===== src/rtl/cpu_output_uart_if.sv =====
// CPU output-port bundle: OUT-instruction load strobe and word towards the UART,
// serial line and FIFO status back, plus the serialiser state for observation.
interface cpu_output_uart_if #(
    parameter int DataWidth = 16
);
    logic                 Out_Ld;
    logic [DataWidth-1:0] OutReg;
    logic                 Tx;
    logic                 Busy;
    logic                 Full;
    logic                 Empty;
    logic                 Overflow;
    logic [1:0]           dbg_state;

    // No valid/ready pair: Out_Ld is a fire-and-forget strobe, OutReg is valid the
    // cycle after it rises, and a word arriving while the FIFO is full is dropped
    // and recorded in the sticky Overflow flag.
    modport master (
        output Out_Ld, OutReg,
        input  Tx, Busy, Full, Empty, Overflow, dbg_state
    );

    modport slave (
        input  Out_Ld, OutReg,
        output Tx, Busy, Full, Empty, Overflow, dbg_state
    );
endinterface


===== src/rtl/cpu_output_uart.sv =====
// Buffers CPU OUT words in a small FIFO and sends each one as two 8N1 UART frames,
// low byte first, on a registered TX pin.
module cpu_output_uart #(
    parameter int DataWidth    = 16,
    parameter int FifoAddrBits = 2,
    parameter int ClksPerBit   = 16
) (
    input logic              Clk,
    input logic              Reset,
    cpu_output_uart_if.slave bus
);

    localparam int Depth  = 1 << FifoAddrBits;
    localparam int CountW = FifoAddrBits + 1;
    localparam int BaudW  = (ClksPerBit > 1) ? $clog2(ClksPerBit) : 1;

    typedef enum logic [1:0] {
        S_IDLE  = 2'd0,
        S_START = 2'd1,
        S_DATA  = 2'd2,
        S_STOP  = 2'd3
    } state_e;

    state_e                  state_q;
    logic [BaudW-1:0]        baud_q;
    logic [2:0]              bit_cnt_q;
    logic                    byte_sel_q;
    logic [DataWidth-1:0]    hold_q;
    logic                    tx_q;

    logic                    ld_d_q, ld_d_d;
    logic                    ld_dd_q, ld_dd_d;
    logic [FifoAddrBits-1:0] wr_ptr_q, wr_ptr_d;
    logic [FifoAddrBits-1:0] rd_ptr_q, rd_ptr_d;
    logic [CountW-1:0]       count_q, count_d;
    logic                    full_q, full_d;
    logic                    empty_q, empty_d;
    logic                    overflow_q, overflow_d;
    logic [DataWidth-1:0]    mem_q [Depth];

    logic                    push, pop, push_ok, baud_last;
    logic [7:0]              sel_byte;

    // OutReg only holds the new word one cycle after the strobe, so push on the
    // delayed rising edge of Out_Ld.
    assign push      = ld_d_q & ~ld_dd_q;
    assign pop       = (state_q == S_IDLE) & ~empty_q;
    assign push_ok   = push & (~full_q | pop);
    assign baud_last = (baud_q == BaudW'(ClksPerBit - 1));
    assign sel_byte  = byte_sel_q ? hold_q[15:8] : hold_q[7:0];

    always_comb begin
        ld_d_d     = bus.Out_Ld;
        ld_dd_d    = ld_d_q;
        wr_ptr_d   = wr_ptr_q;
        rd_ptr_d   = rd_ptr_q;
        count_d    = count_q;
        overflow_d = overflow_q | (push & full_q & ~pop);
        if (push_ok) wr_ptr_d = wr_ptr_q + 1'b1;
        if (pop)     rd_ptr_d = rd_ptr_q + 1'b1;
        case ({push_ok, pop})
            2'b10:   count_d = count_q + 1'b1;
            2'b01:   count_d = count_q - 1'b1;
            default: count_d = count_q;
        endcase
        full_d  = (count_d == CountW'(Depth));
        empty_d = (count_d == '0);
    end

    always_ff @(posedge Clk or negedge Reset) begin
        if (!Reset) begin
            ld_d_q     <= 1'b0;
            ld_dd_q    <= 1'b0;
            wr_ptr_q   <= '0;
            rd_ptr_q   <= '0;
            count_q    <= '0;
            full_q     <= 1'b0;
            empty_q    <= 1'b1;
            overflow_q <= 1'b0;
        end else begin
            ld_d_q     <= ld_d_d;
            ld_dd_q    <= ld_dd_d;
            wr_ptr_q   <= wr_ptr_d;
            rd_ptr_q   <= rd_ptr_d;
            count_q    <= count_d;
            full_q     <= full_d;
            empty_q    <= empty_d;
            overflow_q <= overflow_d;
        end
    end

    // Storage needs no reset: count/pointers decide which entries are meaningful.
    always_ff @(posedge Clk) begin
        if (push_ok) mem_q[wr_ptr_q] <= bus.OutReg;
    end

    always_ff @(posedge Clk or negedge Reset) begin
        if (!Reset) begin
            state_q    <= S_IDLE;
            baud_q     <= '0;
            bit_cnt_q  <= '0;
            byte_sel_q <= 1'b0;
            hold_q     <= '0;
            tx_q       <= 1'b1;
        end else begin
            case (state_q)
                S_IDLE: begin
                    tx_q <= 1'b1;
                    if (pop) begin
                        hold_q     <= mem_q[rd_ptr_q];
                        byte_sel_q <= 1'b0;
                        baud_q     <= '0;
                        tx_q       <= 1'b0;
                        state_q    <= S_START;
                    end
                end
                S_START: begin
                    if (baud_last) begin
                        baud_q    <= '0;
                        bit_cnt_q <= '0;
                        tx_q      <= sel_byte[0];
                        state_q   <= S_DATA;
                    end else begin
                        baud_q <= baud_q + BaudW'(1);
                    end
                end
                S_DATA: begin
                    if (baud_last) begin
                        baud_q <= '0;
                        if (bit_cnt_q == 3'd7) begin
                            tx_q    <= 1'b1;
                            state_q <= S_STOP;
                        end else begin
                            bit_cnt_q <= bit_cnt_q + 3'd1;
                            tx_q      <= sel_byte[bit_cnt_q + 3'd1];
                        end
                    end else begin
                        baud_q <= baud_q + BaudW'(1);
                    end
                end
                S_STOP: begin
                    if (baud_last) begin
                        baud_q <= '0;
                        // High byte follows immediately, without passing through IDLE.
                        if (!byte_sel_q) begin
                            byte_sel_q <= 1'b1;
                            tx_q       <= 1'b0;
                            state_q    <= S_START;
                        end else begin
                            state_q <= S_IDLE;
                        end
                    end else begin
                        baud_q <= baud_q + BaudW'(1);
                    end
                end
                default: begin
                    tx_q    <= 1'b1;
                    state_q <= S_IDLE;
                end
            endcase
        end
    end

    assign bus.Tx        = tx_q;
    assign bus.Busy      = (state_q != S_IDLE) | ~empty_q;
    assign bus.Full      = full_q;
    assign bus.Empty     = empty_q;
    assign bus.Overflow  = overflow_q;
    assign bus.dbg_state = state_q;

endmodule


===== src/flat_wrapper.sv =====
// flat-port wrapper written by rule: the top's interface ports become plain ports
module cpu_output_uart_flat 
#(
    parameter int DataWidth    = 16,
    parameter int FifoAddrBits = 2,
    parameter int ClksPerBit   = 16
)
  (Clk, Reset, bus_Out_Ld, bus_OutReg, bus_Tx, bus_Busy, bus_Full, bus_Empty, bus_Overflow, bus_dbg_state);
  cpu_output_uart_if #(.DataWidth(DataWidth)) bus_i ();
  input logic Clk;
  input logic Reset;
  input wire logic [$bits(bus_i.Out_Ld)-1:0] bus_Out_Ld;
  input wire logic [$bits(bus_i.OutReg)-1:0] bus_OutReg;
  output wire logic [$bits(bus_i.Tx)-1:0] bus_Tx;
  output wire logic [$bits(bus_i.Busy)-1:0] bus_Busy;
  output wire logic [$bits(bus_i.Full)-1:0] bus_Full;
  output wire logic [$bits(bus_i.Empty)-1:0] bus_Empty;
  output wire logic [$bits(bus_i.Overflow)-1:0] bus_Overflow;
  output wire logic [$bits(bus_i.dbg_state)-1:0] bus_dbg_state;
  assign bus_i.Out_Ld = bus_Out_Ld;
  assign bus_i.OutReg = bus_OutReg;
  assign bus_Tx = bus_i.Tx;
  assign bus_Busy = bus_i.Busy;
  assign bus_Full = bus_i.Full;
  assign bus_Empty = bus_i.Empty;
  assign bus_Overflow = bus_i.Overflow;
  assign bus_dbg_state = bus_i.dbg_state;
  cpu_output_uart #(.DataWidth(DataWidth), .FifoAddrBits(FifoAddrBits), .ClksPerBit(ClksPerBit)) u_core (.Clk(Clk), .Reset(Reset), .bus(bus_i));
endmodule

===== config.mk =====
export PLATFORM = sky130hd
export DESIGN_NAME = cpu_output_uart_flat
export DESIGN_NICKNAME = d
export VERILOG_FILES = /design/src/rtl/cpu_output_uart_if.sv /design/src/rtl/cpu_output_uart.sv /design/src/flat_wrapper.sv
export SDC_FILE = /design/constraint.sdc
export NUM_CORES = 1
export LEC_CHECK = 0
export BUFFER_PORTS_ARGS = -buffer_cell sky130_fd_sc_hd__buf_4
export CORE_MARGIN = 4
export CORE_UTILIZATION = 28
export DETAILED_ROUTE_END_ITERATION = 6
export SLEW_MARGIN = 20
export SYNTH_ARGS = -nofsm -noshare
export SYNTH_HDL_FRONTEND = slang
export SYNTH_SLANG_ARGS = --single-unit

===== constraint.sdc =====
create_clock -name Clk -period 4.1 [get_ports Clk]
set_input_delay 1.025 -clock Clk [delete_from_list [all_inputs] [get_ports Clk]]
set_output_delay 1.025 -clock Clk [all_outputs]
set_load 0.005 [all_outputs]

==> summary.md <==
| Metric | Value |
|---|---|
| Worst Hold End | `u_core.ld_dd_q$_DFF_PN0_` |
| # clock sinks | `roughly 100` |
| Worst-path fanout max | `20` |
| Via count | `2254` |
| Largest family of logic cells by synthesized area | `multiplexers` |
| Die area | `roughly 0.017 mm^2` |
| ANT cells | `0` |
| Most frequent cells after synthesis | `edfxtp_1 (64), nand2_1 (57), dfrtp_1 (37), mux4_2 (16), ha_1 (13)` |
| Setup crit start kind | `register` |
| Gr ovfl total | `0` |
| Routed len/inst | `15.3 um` |
| Synth area leaders | `edfxtp_1 (45%), dfrtp_1 (22%), mux4_2 (8.4%)` |
| Crit path DAT | `3.67 ns` |
| I/O Buffers | `25` |
| IO Pins | `26` |
| Worst Skew | `0.0123 ns` |
| Yosys reg bits | `around 100` |
| Leak pwr | `between 1.5 and 2 nW` |
| Hold crit path type | `register to register` |
| Synth Net Count | `310` |
| RSZ-0062 raised after global routing | `false` |
| Setup CP Type | `register to register` |
| Final core occ | `33.7%` |
| Setup bufs post-CTS | `0` |
| Critical path's slowest cell | `a21boi_1` |
| Worst skew pair latency | `about 0.35 ns` |
| Placed Cells | `478` |
| Die H | `around 130 um` |
| Initial drt markers | `95` |
| Worst hold slack | `between 0.3 and 0.4 ns` |
| Synth Area in Simple Gates | `8.21%` |
| PD cells | `470 mW/mm^2` |
| Post-CTS resize count | `0` |
| Gpl congestion | `approximately 0.7` |
| Distinct cells, synth | `40` |
| Peak supply drop | `slightly above 0.2 mV` |
| H-tree depth | `3` |
| Largest net degree at the start of global routing | `40` |
| Worst R2R Setup Slack | `0.69 ns` |
| Critical path's largest stage delay | `0.63 ns` |
| CTS Buffer Depth | `2` |
| Critical path's top delay family | `adder cells` |
| Fin nets | `between 300 and 400` |
| First-pass GRT wire length | `12600 um` |
| Hold path startpoint | `u_core.ld_d_q$_DFF_PN0_` |
| Fraction of synthesized area in multiplexers | `between 10 and 15%` |
| Setup violations, final | `0` |
| Share of cells above drive strength 1 | `21.6%` |
| Highest Clock Rate | `0.293 GHz` |
| Most frequent cell after synthesis | `edfxtp_1` |
| Core box area | `0.0148 mm^2` |
| DR DRC count | `0` |
| RR Endpoint | `u_core.bus.Full$_DFF_PN0_` |
| Post-Synth XOR/XNOR Area | `between 1 and 1.5%` |
| Area leader, netlist | `edfxtp_1` |
| Critical R2R Launch | `u_core.bus.dbg_state[0]$_DFFE_PN0P_` |
| Crit-path cells | `inv_1 > ha_1 > nand2b_1 > a21boi_1 > inv_1 > ha_1 > fa_1 > mux2_2 > or2_2 > nor2b_1` |
| Hold Crit Depth | `0` |
| Syn avg cell area | `15.5 um^2` |
| Final WL | `roughly 7500 um` |
| Status | `complete, no violations` |
| Cells after Synth | `277` |
| Synth warn | `0` |
| Synth-to-layout area growth | `16.1%` |
| Crit. End Element | `register` |
| Number of global-route vias before repair | `2352` |
| Final worst-path cycle share | `83.2%` |
| Initial antenna violation count | `0` |
| Clock Pin Slew Worst Setup and Hold Paths | `0.08 ns` |
| Post-route ant nets | `0` |
| Cts hold-fix bufs | `0` |
| Worst slew margin | `37.5%` |
| Compound-Gate Fraction of Synth Area | `4.47%` |
| Worst r2r path cells | `10` |
| Pre-Repair DR Iteration Count | `4` |
| Standard-cell rows | `44` |
| Req. time, crit path | `4.36 ns` |
| Ys async rst share | `37.9%` |
| Top cell type's share of synthesized area | `44.9%` |
| Die W | `132 um` |
| Minimum clock period | `3.41 ns` |
| Tot Pwr | `2.34 mW` |
| Gr usage total | `9.14%` |
| Final hold violation count | `0` |
| Slew Limit Fails | `0` |
| Synth Area in Adders | `4.26%` |
| Primary FF master, synth | `edfxtp_1` |
| CP Buf/Inv Count | `2` |
| CTS tree | `built` |
| Post-DP HPWL | `4970 um` |
| Cts bufs inserted | `9` |
| Vias per cell | `4.56` |
| Number of flops mapped to enable cells by yosys | `64` |
| Max_cap viols | `0` |
| Initial Utilization | `29.0%` |
| Cell area after synthesis | `approximately 0.0043 mm^2` |
| Finished Layout Cells | `494` |
| Post-route setup TNS | `0 ns` |
| Worst-margin pin slew | `0.938 ns` |
| Root Buffer Master | `clkbuf_16` |
| Share of the yosys chip area belonging to registers | `67.7%` |
## layer usage
| layer | GRT usage, % | wire, um | vias up |
|---|---|---|---|
| met2 | 14.6 | 3650 | 33 |
| met3 | 2.94 | 269 | 6 |
| met5 | 0 | 0 | - |
| met4 | 2.10 | 70 | 0 |
| li1 | - | - | 1077 |
| met1 | 12.2 | 3560 | 1138 |
## worst register-to-register path, delay by kind of cell, from the launching register on
family	cells	cell delay, ns
buf+inv	2	0.27
fa+ha+maj	3	0.91
mux	1	0.28
compound gates	1	0.63
simple gates	3	0.82
flops	1	0.43
## final cells by class
type                    count  area [um^2]
clock buffers               9          225
clock inverters             7         85.1
fillers                  1424         9780
inverters                   8         30.0
multi-input cells         156         1300
flip-flops and latches    103         2900
well taps                 184          230
repair buffers             27          203
## through the flow
stage          setup WS (ns)  cell area [um^2]
2_1_floorplan           1.30              4280
3_3_place_gp           0.892              4660
3_5_place_dp           0.713              4660
4_1_cts                0.644              4970
5_1_grt                0.419              4970
6_report               0.689              4970
## where the power goes
part           total [mW]  switching (mW)  internal (mW)
Sequential           1.26          0.0432           1.22
Combinational       0.220           0.120          0.101
Clock               0.857           0.422          0.435
Total                2.34           0.585           1.75
## sequential cells by signal, summed over array words and instances, names as in the netlist
signal,flops
u_core.bus.dbg_state,2
u_core.bus.Full,1
u_core.rd_ptr_q,2
u_core.ld_d_q,1
u_core.hold_q,16
u_core.byte_sel_q,1
u_core.bus.Tx,1
u_core.ld_dd_q,1
u_core.wr_ptr_q,2
u_core.bus.Empty,1
u_core.baud_q,4
u_core.bus.Overflow,1
u_core.mem_q,64
u_core.count_q,3
u_core.bit_cnt_q,3
## how the worst max path moves through the flow
| stage | start | to | slack (ns) | depth (start not counted) |
|---|---|---|---|---|
| 2_1_floorplan | u_core.bus.dbg_state[0]$_DFFE_PN0P_ | u_core.bus.Full$_DFF_PN0_ | 1.30 | 11 |
| 3_3_place_gp | u_core.bus.dbg_state[0]$_DFFE_PN0P_ | u_core.bus.Full$_DFF_PN0_ | 0.89 | 10 |
| 3_5_place_dp | u_core.bus.dbg_state[0]$_DFFE_PN0P_ | u_core.bus.Full$_DFF_PN0_ | 0.71 | 10 |
| 4_1_cts | u_core.bus.dbg_state[0]$_DFFE_PN0P_ | u_core.bus.Full$_DFF_PN0_ | 0.64 | 10 |
| 5_1_grt | u_core.bus.dbg_state[0]$_DFFE_PN0P_ | u_core.bus.Full$_DFF_PN0_ | 0.42 | 10 |
| 6_report | u_core.bus.dbg_state[0]$_DFFE_PN0P_ | u_core.bus.Full$_DFF_PN0_ | 0.69 | 10 |
## placed cells by master, fill, tap and decap left out, types with 5 or more instances in the layout
master and count:
ha_1 13, mux2i_1 5, nand2_1 57, buf_4 27, o21ai_0 6, edfxtp_1 64
and2_1 5, a22o_1 7, mux4_2 16, inv_1 7, a21oi_1 6, dfrtp_1 37
clkbuf_16 9, nor2_1 6, xnor2_1 5
## cell families (layout without fill, tap and decap cells)
logic type	count (synthesis)	count (layout)
DFF	103	103
and+or+nand+nor	82	82
AOI/OAI and AO/OA	27	27
muxes	27	27
buffers and inverters	18	51
adders and majority gates	14	14
xor gates and xnor gates	6	6
(Power assumes the default switching activity.)
